--- src/rtl/message_feeder.sv ---
// Buffers upstream LFSR words in a small first-word-fall-through FIFO and hands
// a counted batch of them to the downstream DES core over a valid/ready link.
module message_feeder #(
    parameter int DEPTH   = 4,
    parameter int COUNT_W = 32
) (
    input  logic               clk,
    input  logic               rst_n,
    input  logic               start,
    input  logic [COUNT_W-1:0] num_messages,
    input  logic [63:0]        lfsr_in,
    input  logic               lfsr_valid,
    output logic [63:0]        msg_out,
    output logic               msg_valid,
    input  logic               msg_ready,
    output logic               busy,
    output logic               done,
    output logic [COUNT_W-1:0] issued_count
);

    localparam int PTR_W = (DEPTH > 1) ? $clog2(DEPTH) : 1;
    localparam int OCC_W = PTR_W + 1;
    localparam logic [OCC_W-1:0]   DEPTH_OCC = OCC_W'(DEPTH);
    localparam logic [OCC_W-1:0]   OCC_ONE   = OCC_W'(1);
    localparam logic [PTR_W-1:0]   PTR_ONE   = PTR_W'(1);
    localparam logic [COUNT_W-1:0] CNT_ONE   = COUNT_W'(1);

    typedef enum logic [1:0] {
        ST_IDLE = 2'd0,
        ST_FILL = 2'd1,
        ST_DONE = 2'd2
    } state_t;

    state_t             state_r;
    state_t             state_next_s;
    logic [63:0]        mem_r [DEPTH];
    logic [PTR_W-1:0]   wr_ptr_r;
    logic [PTR_W-1:0]   rd_ptr_r;
    logic [OCC_W-1:0]   occ_r;
    logic [COUNT_W-1:0] n_r;
    logic [COUNT_W-1:0] accepted_r;
    logic [COUNT_W-1:0] issued_r;
    logic               empty_s;
    logic               start_ok_s;
    logic               push_s;
    logic               pop_s;
    logic               last_pop_s;

    // Handshake qualifiers; fullness is judged on start-of-cycle occupancy, so no full bypass.
    always_comb begin
        empty_s    = (occ_r == {OCC_W{1'b0}});
        start_ok_s = start && ((state_r == ST_IDLE) || (state_r == ST_DONE));
        push_s     = (state_r == ST_FILL) && lfsr_valid && (occ_r < DEPTH_OCC) && (accepted_r < n_r);
        pop_s      = !empty_s && msg_ready;
        last_pop_s = pop_s && ((issued_r + CNT_ONE) == n_r);
    end

    // Next-state logic for the batch sequencer.
    always_comb begin
        state_next_s = state_r;
        case (state_r)
            ST_IDLE, ST_DONE: begin
                if (start_ok_s) begin
                    if (num_messages == {COUNT_W{1'b0}}) begin
                        state_next_s = ST_DONE;
                    end else begin
                        state_next_s = ST_FILL;
                    end
                end else begin
                    state_next_s = state_r;
                end
            end
            ST_FILL: begin
                if (last_pop_s) begin
                    state_next_s = ST_DONE;
                end else begin
                    state_next_s = ST_FILL;
                end
            end
            default: state_next_s = ST_IDLE;
        endcase
    end

    // State register.
    always_ff @(posedge clk) begin
        if (!rst_n) begin
            state_r <= ST_IDLE;
        end else begin
            state_r <= state_next_s;
        end
    end

    // Storage array; contents need no reset because the output is masked when empty.
    always_ff @(posedge clk) begin
        if (push_s) begin
            mem_r[wr_ptr_r] <= lfsr_in;
        end
    end

    // Pointers, occupancy and batch counters.
    always_ff @(posedge clk) begin
        if (!rst_n) begin
            wr_ptr_r   <= {PTR_W{1'b0}};
            rd_ptr_r   <= {PTR_W{1'b0}};
            occ_r      <= {OCC_W{1'b0}};
            n_r        <= {COUNT_W{1'b0}};
            accepted_r <= {COUNT_W{1'b0}};
            issued_r   <= {COUNT_W{1'b0}};
        end else begin
            if (push_s) begin
                wr_ptr_r <= wr_ptr_r + PTR_ONE;
            end
            if (pop_s) begin
                rd_ptr_r <= rd_ptr_r + PTR_ONE;
            end
            case ({push_s, pop_s})
                2'b10:   occ_r <= occ_r + OCC_ONE;
                2'b01:   occ_r <= occ_r - OCC_ONE;
                default: occ_r <= occ_r;
            endcase
            // FIFO is always empty when a start is honoured, so counters restart cleanly.
            if (start_ok_s) begin
                n_r        <= num_messages;
                accepted_r <= {COUNT_W{1'b0}};
                issued_r   <= {COUNT_W{1'b0}};
            end else begin
                if (push_s) begin
                    accepted_r <= accepted_r + CNT_ONE;
                end
                if (pop_s) begin
                    issued_r <= issued_r + CNT_ONE;
                end
            end
        end
    end

    assign msg_valid    = !empty_s;
    assign msg_out      = empty_s ? 64'd0 : mem_r[rd_ptr_r];
    assign busy         = (state_r == ST_FILL);
    assign done         = (state_r == ST_DONE);
    assign issued_count = issued_r;

endmodule
--- config.mk ---
export PLATFORM = sky130hd
export DESIGN_NAME = message_feeder
export DESIGN_NICKNAME = d
export VERILOG_FILES = /design/src/rtl/message_feeder.sv
export SDC_FILE = /design/constraint.sdc
export NUM_CORES = 1
export LEC_CHECK = 0
export BUFFER_PORTS_ARGS = -buffer_cell sky130_fd_sc_hd__buf_2
export CAP_MARGIN = 20
export CORE_MARGIN = 2
export CORE_UTILIZATION = 45
export DETAILED_ROUTE_END_ITERATION = 12
export MAX_ROUTING_LAYER = met4
export PLACE_DENSITY = 0.61
export SLEW_MARGIN = 20
export SYNTH_ARGS = -nofsm -noshare
export SYNTH_HDL_FRONTEND = slang
export SYNTH_SLANG_ARGS = --single-unit
--- constraint.sdc ---
create_clock -name clk -period 6.7 [get_ports clk]
set_input_delay 1.005 -clock clk [delete_from_list [all_inputs] [get_ports clk]]
set_output_delay 1.005 -clock clk [all_outputs]
set_load 0.03 [all_outputs]
==> results_dict.tcl <==
set metrics [dict create \
    status "complete, no violations" \
    drt-vias-per-instance 5.552 \
    syn_area_per_cell_um2 13.04 \
    post-route-period-util_pct 59.72 \
    synth-edff-count 256 \
    dieHeight_um 193.3 \
    cp_top_family "buffers and inverters" \
    worst-path-buf-inv 2 \
    cts_max_path_buffers 3 \
    io_pins 200 \
    die_w_um 193.3 \
    slowest_delay_ns 0.78 \
    portBuffers 199 \
    rows 69 \
    critical_path_class "reg2out" \
    arrival_ns 3.00 \
    grt_pass1_wl_mm 59.69 \
    fin_tns_setup_ns 0 \
    crit_fanout 33 \
    grt_use_total_pct 20.85 \
    crit_chain "buf_4 -> mux4_2 -> and2_1 -> buf_2" \
    globalRouteOverflowTotal 0 \
    max-cap-violations 0 \
    ff2ff_path_depth 13 \
    rr_endpoint "occ_r[2]$_SDFFE_PN0P_" \
    final_nets 1570 \
    place_ws_ns 2.969 \
    route.detailed.drc 0 \
    die-area_um2 37370 \
    antenna_found_initial 5 \
    start_util_pct 45.57 \
    timing.rr.start "n_r[28]$_SDFFE_PN0P_" \
    vias 10690 \
    hold_path_startpoint "n_r[2]$_SDFFE_PN0P_" \
    core-area_um2 35400 \
    rsz0062_at_grt "false" \
    wl_per_cell_um 20.03 \
    gp_congestion 0.8685 \
    synth-seq-cells 363 \
    clock_skew_ns 0.01956 \
    worstSetupPathDepth 4 \
    syn_area_um2 16130 \
    cellPowerDensity_nw_per_um2 308.8 \
    wl_met1_mm 17.62 \
    synth_async_sr_flop_share_pct 0 \
    synth_flop_cell "edfxtp_1" \
    grt_pass1_vias 10400 \
    report.final.slew_viol_count 0 \
    fmax_mhz 249.9 \
    cts_tree "yes" \
    dr.first_iter.drc_count 684 \
    crit_slowest_cell "dfxtp_4" \
    dr_wl_met2_mm 17.86 \
    dr.max_layer_used "met4" \
    htreeDepth 2 \
    critPathLaunchType "flop" \
    worstSetupEndpointType "primary output" \
    post-cts-setup-buffers 0 \
    ys_warn_count 0 \
    ant_nets 0 \
    area_growth_pct 16.93 \
    hold_buffers 0 \
    dpl.hpwl_mm 26.05 \
    clk_pin_slew_worst_paths_ns 0.06 \
    hold_path.class "reg2reg" \
    first_pass_iters 5 \
    hold_violations 0 \
    wl_met3_mm 2.304 \
    grt_start_max_net_pins 66 \
    clock-sinks 363 \
    vdd_ir_drop_max_mv 0.2125 \
    routed_wl_mm 38.57 \
    whs_path_depth 2 \
    seq_area_frac_synth_pct 60.94 \
    fin_crit_ns 4.001 \
    layout-drive-gt1-share_pct 25.36 \
    insertion_delay_ns 0.53 \
    fin_ws_ns 2.699 \
    setup_viol 0 \
    r2r_setup_slack_ns 2.88 \
    cts_resized 0 \
    syn_nets 1377 \
    worstHoldEndpoint "n_r[2]$_SDFFE_PN0P_" \
    p_leak_nw 6.754 \
    root_buffer "clkbuf_16" \
    tightest_slew_ns 0.9928 \
    cp.required_ns 5.69 \
    syn_inst 1237 \
    slew_headroom_pct 33.82 \
    synth_cell_types 70 \
    cts_buffers 39 \
]
-- metrics by stage --
step | std cells | instance area (um2) | hold WS, ns | power (W) | utilization [%]
after floorplan | 1237 | 16130 | 0.4363 | 0.003450 | -
after global placement | 1850 | 17590 | 0.4448 | 0.003813 | 49.69
after detailed placement | 1850 | 17590 | 0.4500 | 0.003820 | 49.69
after CTS | 1920 | 18830 | 0.4573 | 0.005901 | 53.21
after global routing | 1925 | 18860 | 0.4887 | 0.006068 | 53.28
final | 1926 | 18860 | 0.4597 | 0.005825 | 53.28
-- worst max path at each step --
| stage | start | to | slack (ns) |
|---|---|---|---|
| final | flop | msg_out[44] | 2.70 |
| after CTS | flop | msg_out[44] | 2.59 |
| after global routing | flop | msg_out[61] | 2.46 |
| after floorplan | n_r[18]$_SDFFE_PN0P_ | mem_r[0][0]$_DFFE_PP_ | 1.38 |
| after global placement | n_r[6]$_SDFFE_PN0P_ | mem_r[2][56]$_DFFE_PP_ | 3.00 |
| after detailed placement | n_r[28]$_SDFFE_PN0P_ | occ_r[2]$_SDFFE_PN0P_ | 2.97 |
-- worst register-to-register path: cells and delay by family, from the launching register on --
kind,cells,cell delay [ns]
fa+ha+maj,3,0.92
simple gates,4,0.92
compound gates,2,0.81
buf+inv,3,0.49
flops,1,0.46
xor+xnor,1,0.15
-- synth_stat cells, drive strengths merged, types with 6 or more instances --
| cell | n | area share, % |
|---|---|---|
| mux4 | 64 | 8.9 |
| o31ai | 14 | 0.65 |
| nand2 | 114 | 2.7 |
| mux2i | 6 | 0.37 |
| nor4 | 17 | 0.83 |
| and3 | 12 | 0.47 |
| clkbuf | 42 | 0.99 |
| ha | 38 | 2.9 |
| o21ai | 33 | 1.0 |
| and4 | 7 | 0.38 |
| a31o | 6 | 0.33 |
| buf | 17 | 0.53 |
| or3 | 16 | 0.62 |
| or4 | 13 | 0.63 |
| nor3 | 18 | 0.62 |
| xnor2 | 33 | 1.8 |
| edfxtp | 256 | 48 |
| inv | 52 | 1.2 |
| and2 | 65 | 2.5 |
| a21oi | 87 | 2.7 |
| nor2 | 68 | 1.6 |
| dfxtp | 107 | 13 |
| a21o | 7 | 0.33 |
| nand3 | 31 | 0.99 |
| xor2 | 37 | 2.0 |
| nand4 | 27 | 1.2 |
-- cell families after synthesis --
family,synth area share [%]
AO/OA/AOI/OAI,6.865
AND/OR/NAND/NOR,13.23
adder cells (fa/ha/maj),3.134
XOR/XNOR,3.801
buffers and inverters,2.723
flip-flops,60.94
multiplexers,9.309
-- area by class of cell --
| type | count | area (um2) |
|---|---|---|
| Fill cell | 3029 | 16540 |
| Antenna cell | 6 | 15.01 |
| Tap cell | 461 | 576.8 |
| Timing Repair Buffer | 211 | 1086 |
| Clock buffer | 53 | 1079 |
| Multi-Input combinational cell | 763 | 5908 |
| Sequential cell | 363 | 9834 |
| Clock inverter | 17 | 166.4 |
| Inverter | 52 | 195.2 |
-- layer usage --
metal / up-vias / GRT usage [%]
li1: 5030 / -
met1: 5295 / 28.96
met2: 315 / 31.85
met3: 53 / 3.853
met4: 0 / 5.287
met5: - / -
-- power breakdown --
group / internal (W) / leakage [nW] / switching, W
clock network: 0.00121 / 0.610 / 0.000862
logic: 0.000465 / 2.96 / 0.000735
registers: 0.00246 / 3.18 / 0.0000859
total: 0.00414 / 6.75 / 0.00168
-- registers in the layout (all words and copies together), names as in the netlist, named ones only --
register      count
accepted_r       32
issued_count     32
mem_r           256
n_r              32
occ_r             3
rd_ptr_r          2
state_r           2
wr_ptr_r          2
-- cells in the final DEF, fill, tap and decap left out, types with 7 or more instances in the layout --
cell type / n
a21o_1: 7
nor4_1: 14
or4_1: 12
mux4_2: 64
inv_1: 51
ha_1: 38
a21oi_1: 87
clkinv_2: 8
buf_4: 12
nor3_1: 16
and3_1: 12
or3_1: 15
o21ai_0: 29
nand4_1: 24
clkbuf_16: 39
edfxtp_1: 256
clkbuf_1: 9
nor2_1: 63
and2_1: 65
and4_1: 7
o31ai_1: 14
dfxtp_1: 105
nand3_1: 30
buf_2: 199
xnor2_1: 33
xor2_1: 37
nand2_1: 112
Note: power is estimated with default switching activity, not from simulation.
